**src/rtl/div_pkg.sv**
```systemverilog
// Shared types for the restoring divider: FSM state encoding and the result record.
package div_pkg;

  typedef enum logic [1:0] {
    IDLE = 2'd0,
    RUN  = 2'd1,
    DONE = 2'd2
  } state_t;

  // Result fields are sized for the widest supported operand (< 32 bits).
  localparam int RES_W = 32;

  typedef struct packed {
    logic [RES_W-1:0] quotient;
    logic [RES_W-1:0] remainder;
    logic             div_by_zero;
  } div_result_t;

  function automatic div_result_t make_result(input logic [RES_W-1:0] q,
                                              input logic [RES_W-1:0] r,
                                              input logic             dbz);
    div_result_t res;
    res.quotient    = q;
    res.remainder   = r;
    res.div_by_zero = dbz;
    return res;
  endfunction

endpackage

```
**src/rtl/div_step.sv**
```systemverilog
// One restoring-division step: conditional subtract of the divisor from the
// shifted partial remainder, yielding the next remainder and one quotient bit.
module div_step #(
  parameter int DIVISORLEN = 4
) (
  input  logic [DIVISORLEN:0]   i_rem,
  input  logic [DIVISORLEN-1:0] i_divisor,
  output logic [DIVISORLEN:0]   o_rem,
  output logic                  o_qbit
);

  logic [DIVISORLEN:0] w_div_ext;

  assign w_div_ext = {1'b0, i_divisor};
  assign o_qbit    = (i_rem >= w_div_ext);
  assign o_rem     = o_qbit ? (i_rem - w_div_ext) : i_rem;

endmodule

```
**src/rtl/div_sequencer.sv**
```systemverilog
// Multi-cycle unsigned restoring divider, one quotient bit per RUN cycle, MSB first.
// Handshake: a request is taken on in_valid && in_ready (IDLE only); a result is
// released on out_valid && out_ready (DONE only), and both sides hold until then.
module div_sequencer
  import div_pkg::*;
#(
  parameter int DIVIDENDLEN = 8,
  parameter int DIVISORLEN  = 4
) (
  input  logic                   clk,
  input  logic                   rst_n,
  input  logic                   in_valid,
  output logic                   in_ready,
  input  logic [DIVIDENDLEN-1:0] dividend,
  input  logic [DIVISORLEN-1:0]  divisor,
  output logic                   out_valid,
  input  logic                   out_ready,
  output logic [DIVIDENDLEN-1:0] quotient,
  output logic [DIVISORLEN-1:0]  remainder,
  output logic                   div_by_zero,
  output state_t                 dbg_state
);

  localparam int CNT_W = (DIVIDENDLEN > 1) ? $clog2(DIVIDENDLEN) : 1;

  state_t                 r_state;
  state_t                 w_next_state;
  logic [DIVIDENDLEN-1:0] r_quot;
  logic [DIVISORLEN-1:0]  r_div;
  logic [DIVISORLEN:0]    r_rem;
  logic [CNT_W-1:0]       r_cnt;
  logic                   r_dbz;

  logic                   w_accept;
  logic                   w_zero_div;
  logic                   w_last_step;
  logic                   w_qbit;
  logic [DIVISORLEN:0]    w_shift;
  logic [DIVISORLEN:0]    w_step_rem;
  div_result_t            w_result;
  logic                   w_unused;

  assign w_accept    = in_valid && (r_state == IDLE);
  assign w_zero_div  = (divisor == '0);
  assign w_last_step = (r_cnt == '0);
  // The quotient register doubles as the dividend shifter: its MSB feeds the remainder.
  assign w_shift     = {r_rem[DIVISORLEN-1:0], r_quot[DIVIDENDLEN-1]};

  div_step #(
    .DIVISORLEN(DIVISORLEN)
  ) u_step (
    .i_rem    (w_shift),
    .i_divisor(r_div),
    .o_rem    (w_step_rem),
    .o_qbit   (w_qbit)
  );

  always_ff @(posedge clk or negedge rst_n) begin
    if (!rst_n) begin
      r_state <= IDLE;
    end else begin
      r_state <= w_next_state;
    end
  end

  always_comb begin
    w_next_state = r_state;
    in_ready     = 1'b0;
    out_valid    = 1'b0;
    case (r_state)
      IDLE: begin
        in_ready = 1'b1;
        if (w_accept) begin
          w_next_state = w_zero_div ? DONE : RUN;
        end
      end
      RUN: begin
        if (w_last_step) begin
          w_next_state = DONE;
        end
      end
      DONE: begin
        out_valid = 1'b1;
        if (out_ready) begin
          w_next_state = IDLE;
        end
      end
      default: w_next_state = IDLE;
    endcase
  end

  always_ff @(posedge clk or negedge rst_n) begin
    if (!rst_n) begin
      r_quot <= '0;
      r_div  <= '0;
      r_rem  <= '0;
      r_cnt  <= '0;
      r_dbz  <= 1'b0;
    end else begin
      case (r_state)
        IDLE: begin
          if (w_accept) begin
            r_div <= divisor;
            r_cnt <= CNT_W'(DIVIDENDLEN - 1);
            if (w_zero_div) begin
              r_quot <= '1;
              r_rem  <= {1'b0, dividend[DIVISORLEN-1:0]};
              r_dbz  <= 1'b1;
            end else begin
              r_quot <= dividend;
              r_rem  <= '0;
              r_dbz  <= 1'b0;
            end
          end
        end
        RUN: begin
          r_rem  <= w_step_rem;
          r_quot <= {r_quot[DIVIDENDLEN-2:0], w_qbit};
          if (!w_last_step) begin
            r_cnt <= r_cnt - 1'b1;
          end
        end
        default: ;
      endcase
    end
  end

  assign w_result    = make_result(RES_W'(r_quot), RES_W'(r_rem[DIVISORLEN-1:0]), r_dbz);
  assign quotient    = w_result.quotient[DIVIDENDLEN-1:0];
  assign remainder   = w_result.remainder[DIVISORLEN-1:0];
  assign div_by_zero = w_result.div_by_zero;
  assign dbg_state   = r_state;

  // Upper result bits are zero padding; the remainder MSB is zero after every step.
  assign w_unused = ^{w_result.quotient[RES_W-1:DIVIDENDLEN],
                      w_result.remainder[RES_W-1:DIVISORLEN], r_rem[DIVISORLEN]};

endmodule
```
**config.mk**
```make
export PLATFORM = sky130hd
export DESIGN_NAME = div_sequencer
export DESIGN_NICKNAME = d
export VERILOG_FILES = /design/src/rtl/div_pkg.sv /design/src/rtl/div_step.sv /design/src/rtl/div_sequencer.sv
export SDC_FILE = /design/constraint.sdc
export NUM_CORES = 1
export LEC_CHECK = 0
export ABC_AREA = 0
export CAP_MARGIN = 15
export CORE_MARGIN = 2
export CORE_UTILIZATION = 48
export CTS_BUF_LIST = sky130_fd_sc_hd__clkbuf_8 sky130_fd_sc_hd__clkbuf_16
export DETAILED_ROUTE_END_ITERATION = 8
export HOLD_SLACK_MARGIN = 0.1
export PLACE_DENSITY = 0.78
export SLEW_MARGIN = 5
export SYNTH_ARGS = -nofsm -noshare
export SYNTH_HDL_FRONTEND = slang
export SYNTH_HIERARCHICAL = 1
export SYNTH_SLANG_ARGS = --single-unit
```
**constraint.sdc**
```tcl
create_clock -name clk -period 1.95 [get_ports clk]
set_input_delay 0.39 -clock clk [delete_from_list [all_inputs] [get_ports clk]]
set_output_delay 0.39 -clock clk [all_outputs]
set_load 0.05 [all_outputs]
```
==> results of run 1 <==
==> metrics by stage <==
step	cells	worst slack, ns	utilization, %	power (mW)	hold WS (ns)
4_1_cts	197	0.09526	66.82	3.410	0.4776
3_5_place_dp	193	0.09484	64.61	3.083	0.4842
5_1_grt	197	0.006875	66.82	3.659	0.4884
2_1_floorplan	134	0.02890	-	2.525	0.09441
3_3_place_gp	193	0.1515	64.61	3.015	0.4573
6_report	197	0.1029	66.82	3.384	0.4647
==> layer usage <==
metal | up-vias | global-route usage [%] | wire length (um) | share of wire, %
met4 | 0 | 5.575 | 44 | 1.6
met3 | 6 | 4.651 | 148 | 5.4
met1 | 504 | 24.22 | 1202 | 44
li1 | 535 | - | - | -
met2 | 35 | 32.31 | 1362 | 49
met5 | - | 0 | 0 | 0
==> worst max path at each step <==
| stage | slack (ns) | start | cells after the start | to |
|---|---|---|---|---|
| after global placement | 0.15 | divisor[3] | 5 | r_rem[3] |
| after detailed placement | 0.09 | in_valid | 4 | r_cnt[1] |
| after floorplan | 0.03 | r_rem[1] | 7 | r_rem[2] |
| after global routing | 0.007 | r_rem[1] | 7 | r_rem[2] |
| after CTS | 0.1 | quotient[2] | 1 | quotient[2] |
| final | 0.10 | quotient[2] | 1 | quotient[2] |
==> power by group through the flow <==
stage	logic [mW]	clock network, mW	registers, mW
3_3_place_gp	2.13	0	0.889
6_report	2.17	0.321	0.890
5_1_grt	2.38	0.351	0.930
4_1_cts	2.19	0.330	0.893
3_5_place_dp	2.18	0	0.901
2_1_floorplan	1.21	0	1.31
==> registers in the layout, summed over array words and instances, names as in the netlist <==
name	flops
r_rem	4
quotient	8
div_by_zero	1
r_div	4
dbg_state	2
r_cnt	3
==> layout by cell type, fill, tap and decap left out, drive strengths merged, types with 5 or more instances in the layout <==
| cell type | count |
|---|---|
| a21oi | 12 |
| a22oi | 8 |
| buf | 11 |
| nor2 | 10 |
| inv | 9 |
| nand2 | 21 |
| ha | 6 |
| o21ai | 10 |
| clkdlybuf4s50 | 25 |
| nand2b | 5 |
| dfrtp | 22 |
==> final cells by class <==
cell class              count  area, um^2  area share (%)
clock buffers               4       55.05           3.296
inverters                   9       33.78           2.022
multi-input cells          96       646.9           38.73
flip-flops and latches     22       551.8           33.03
well taps                  30       37.54           2.247
repair buffers             36       345.3           20.67
==> results.sh, run 1 <==
export IMPL_core_area_mm2=0.002500
export IMPL_die_h_um=55.67
export IMPL_antenna_found_initial=0
export IMPL_place_congestion=0.8330
export IMPL_period_minus_slack_ns=1.847
export IMPL_slew_headroom_pct=63.42
export IMPL_drive_gt1_share_pct=15.57
export IMPL_maxSlewViolCount=0
export IMPL_hold_violations=0
export IMPL_wl_per_cell_um=13.99
export IMPL_worst_clock_skew_ns=0.004788
export IMPL_synth_area_per_cell_um2=9.561
export IMPL_intPower_mw=1.721
export IMPL_synth_area_mm2=0.001281
export IMPL_fmax_mhz=541.4
export IMPL_grt_pass1_wl_mm=4.830
export IMPL_status="completed"
export IMPL_area_growth_pct=30.37
export IMPL_p_seq_share_pct=26.3
export IMPL_worstPathArrival_ns=1.46
export IMPL_finalSetupViolCount=0
export IMPL_start_util_pct=51.25
export IMPL_ctsLongestPathBuffers=2
export IMPL_grt_max_degree=23
export IMPL_die_w_um=55.67
export IMPL_pin_count=33
export IMPL_clock_root_buffer="clkbuf_8"
export IMPL_worstSetupPathType="reg2out"
export IMPL_dieArea_mm2=0.003099
export IMPL_overflow=0
export IMPL_clk_pin_slew_ns=0.08
export IMPL_first_pass_iters=4
export IMPL_worstSetupEndpointType="output port"
export IMPL_yosysWarnings=6
export IMPL_r2r_start="r_rem[1]"
export IMPL_first_global_vias=1061
export IMPL_drtIter0Drc=42
export IMPL_route_detailed_drc=0
export IMPL_drt_vias_per_instance=5.482
export IMPL_period_share_pct=94.72
export IMPL_p_switching_mw=1.663
export IMPL_crit_fanout=3
export IMPL_worstSetupStartpointType="flip-flop"
export IMPL_reg2reg_depth=7
export IMPL_worst_pin_slew_ns=0.5476
export IMPL_r2r_slack_ns=0.13
export IMPL_num_vias=1080
export IMPL_ir_drop_uv=1144
export IMPL_clockPowerShare_pct=9.5
export IMPL_post_cts_buffers=0
export IMPL_drt_total_wl_mm=2.756
export IMPL_slowest_delay_ns=0.81
export IMPL_rows=18
export IMPL_cts_tree="built"
export IMPL_cts_sinks=22
export IMPL_crit_buf_inv=1
export IMPL_grtUsageTotal_pct=19.14
export IMPL_p_per_area_mw_per_mm2=2026
export IMPL_cts_buffers_inserted=3
export IMPL_placed_area_mm2=0.001615
export IMPL_crit_path_cell_trace="clkdlybuf4s50_1"
export IMPL_p_leak_nw=0.7464
export IMPL_p_comb_share_pct=64.2
export IMPL_finalSetupTns_ns=0
export IMPL_n_fill_cell=219
export IMPL_htree_levels=1
export IMPL_crit_required_ns=1.56
export IMPL_switching_share_pct=49.14
export IMPL_postCtsResizedCells=0
export IMPL_stdcell_area_mm2=0.001670
export IMPL_rr_endpoint="r_rem[2]"
export IMPL_syn_inst=134
export IMPL_antenna_left=0
export IMPL_cp_slowest_cell="clkdlybuf4s50_1"
export IMPL_final_nets=191
export IMPL_rsz0062_at_grt="false"
export IMPL_numPortBuffers=32
export IMPL_drv_cap=0
export IMPL_clk_insertion_delay_late_ns=0.26
export IMPL_diodes=0
export IMPL_dp_hpwl_mm=2.161
export IMPL_worst_hold_path_type="in2async"
export IMPL_syn_nets=157
export IMPL_cpLargestDelayFamily="buffers and inverters"
export IMPL_cts_hold_buffers=0
(Power assumes the default switching activity.)
==> run 2: changes to the inputs <==
PLACE_DENSITY = default   (was 0.78)
PLACE_DENSITY_LB_ADDON = 0.08   (was default)
==> results.sh, run 2 (same netlist as run 1, synthesis figures left out) <==
export IMPL_status="completed"
export IMPL_crit_path_cell_trace="clkdlybuf4s50_1"
export IMPL_drt_vias_per_instance=5.455
export IMPL_grt_max_degree=23
export IMPL_num_vias=1091
export IMPL_slew_headroom_pct=60.64
export IMPL_largest_reg_flops=8
export IMPL_final_cell_mix="clkdlybuf4s50_1, dfrtp_1, nand2_1"
export IMPL_clock_root_buffer="clkbuf_8"
export IMPL_crit_fanout=3
export IMPL_drtIter0Drc=23
export IMPL_antenna_found_initial=0
export IMPL_diodes=0
export IMPL_worstSetupPathType="reg2out"
export IMPL_worstPathArrival_ns=1.49
export IMPL_first_global_vias=1111
export IMPL_cts_sinks=22
export IMPL_postCtsResizedCells=0
export IMPL_drv_cap=0
export IMPL_cts_buffers_inserted=3
export IMPL_clk_insertion_delay_late_ns=0.26
export IMPL_cp_slowest_cell="clkdlybuf4s50_1"
export IMPL_post_cts_buffers=0
export IMPL_r2r_slack_ns=0.09
export IMPL_slowest_delay_ns=0.83
export IMPL_r2r_start="r_rem[1]"
export IMPL_post_route_util_pct=67.32
export IMPL_numPortBuffers=32
export IMPL_maxSlewViolCount=0
export IMPL_antenna_left=0
export IMPL_hold_violations=0
export IMPL_worstSetupEndpointType="output port"
export IMPL_dp_hpwl_mm=2.280
export IMPL_final_nets=194
export IMPL_die_h_um=55.67
export IMPL_first_pass_iters=4
export IMPL_die_w_um=55.67
export IMPL_worst_clock_skew_ns=0.003923
export IMPL_htree_levels=1
export IMPL_ctsLongestPathBuffers=2
export IMPL_area_growth_pct=31.35
export IMPL_place_congestion=0.7609
export IMPL_start_util_pct=51.25
export IMPL_rr_endpoint="r_rem[2]"
export IMPL_worst_pin_slew_ns=0.5891
export IMPL_pin_count=33
export IMPL_finalSetupViolCount=0
export IMPL_grt_pass1_wl_mm=5.313
export IMPL_clk_pin_slew_ns=0.08
export IMPL_route_detailed_drc=0
export IMPL_crit_buf_inv=1
export IMPL_layout_commonest_cell="clkdlybuf4s50_1"
export IMPL_p_leak_nw=0.7600
export IMPL_drive_gt1_share_pct=16.47
export IMPL_wl_per_cell_um=14.90
export IMPL_dieArea_mm2=0.003099
export IMPL_cpLargestDelayFamily="buffers and inverters"
export IMPL_period_minus_slack_ns=1.878
export IMPL_startpoint="quotient[1]"
export IMPL_cts_tree="built"
export IMPL_worst_hold_path_type="reg2reg"
export IMPL_period_share_pct=96.30
export IMPL_drt_total_wl_mm=2.980
export IMPL_reg2reg_depth=7
export IMPL_crit_end="quotient[1]"
export IMPL_grtUsageTotal_pct=21.37
export IMPL_rows=18
export IMPL_core_area_mm2=0.002500
export IMPL_overflow=0
export IMPL_cts_hold_buffers=0
export IMPL_p_per_area_mw_per_mm2=2024
export IMPL_fmax_mhz=532.5
export IMPL_rsz0062_at_grt="false"
export IMPL_worstSetupStartpointType="flip-flop"
export IMPL_ir_drop_uv=1307
export IMPL_crit_cells=1
export IMPL_crit_required_ns=1.56
export IMPL_finalSetupTns_ns=0
[run 2: cell count changes in the layout (fill, tap and decap cells not counted), sizes merged]
cell	change
clkbuf	-1
buf	+3
inv	+1
[run 2: worst min path at each step]
stage	start	endpoint	slack, ns	cells after the start
3_5_place_dp	r_div[2]	r_div[2]	0.46	2
3_3_place_gp	r_cnt[0]	r_cnt[0]	0.46	1
6_report	r_cnt[0]	r_cnt[0]	0.47	1
4_1_cts	r_cnt[0]	r_cnt[0]	0.48	1
5_1_grt	rst_n	div_by_zero	0.50	2
2_1_floorplan	rst_n	dbg_state[0]	0.09	0
[run 2: power breakdown]
group	leakage [nW]	internal (mW)	switching (mW)
clock	0.0269	0.140	0.144
sequential	0.265	0.682	0.202
combinational	0.468	0.873	1.36
[run 2: per-stage QoR]
step | total power, mW | worst slack, ns | instances | instance area, um^2 | hold slack [ns]
after CTS | 3.420 | 0.06825 | 200 | 1683 | 0.4773
after global routing | 3.697 | 0.01465 | 200 | 1683 | 0.5045
after global placement | 3.047 | 0.1686 | 196 | 1638 | 0.4589
final | 3.406 | 0.07217 | 200 | 1683 | 0.4716
after detailed placement | 3.122 | 0.1011 | 196 | 1638 | 0.4640
after floorplan | 2.525 | 0.02890 | 134 | 1285 | 0.09441
[run 2: layout make-up]
cell class,instances,area (um^2)
Fill cell,215,817.0
Multi-Input combinational cell,96,646.9
Sequential cell,22,551.8
Timing Repair Buffer,39,367.9
Clock buffer,3,41.29
Tap cell,30,37.54
Inverter,9,33.78
Clock inverter,1,3.754
[run 2: routing by layer]
layer,vias to the layer above,track usage (%),part of all wire [%],wire (um)
li1,540,-,-,-
met1,518,29.48,47,1413
met2,31,33.16,47,1403
met3,2,6.512,5.1,153
met4,0,4.530,0.34,10
met5,-,0,0,0
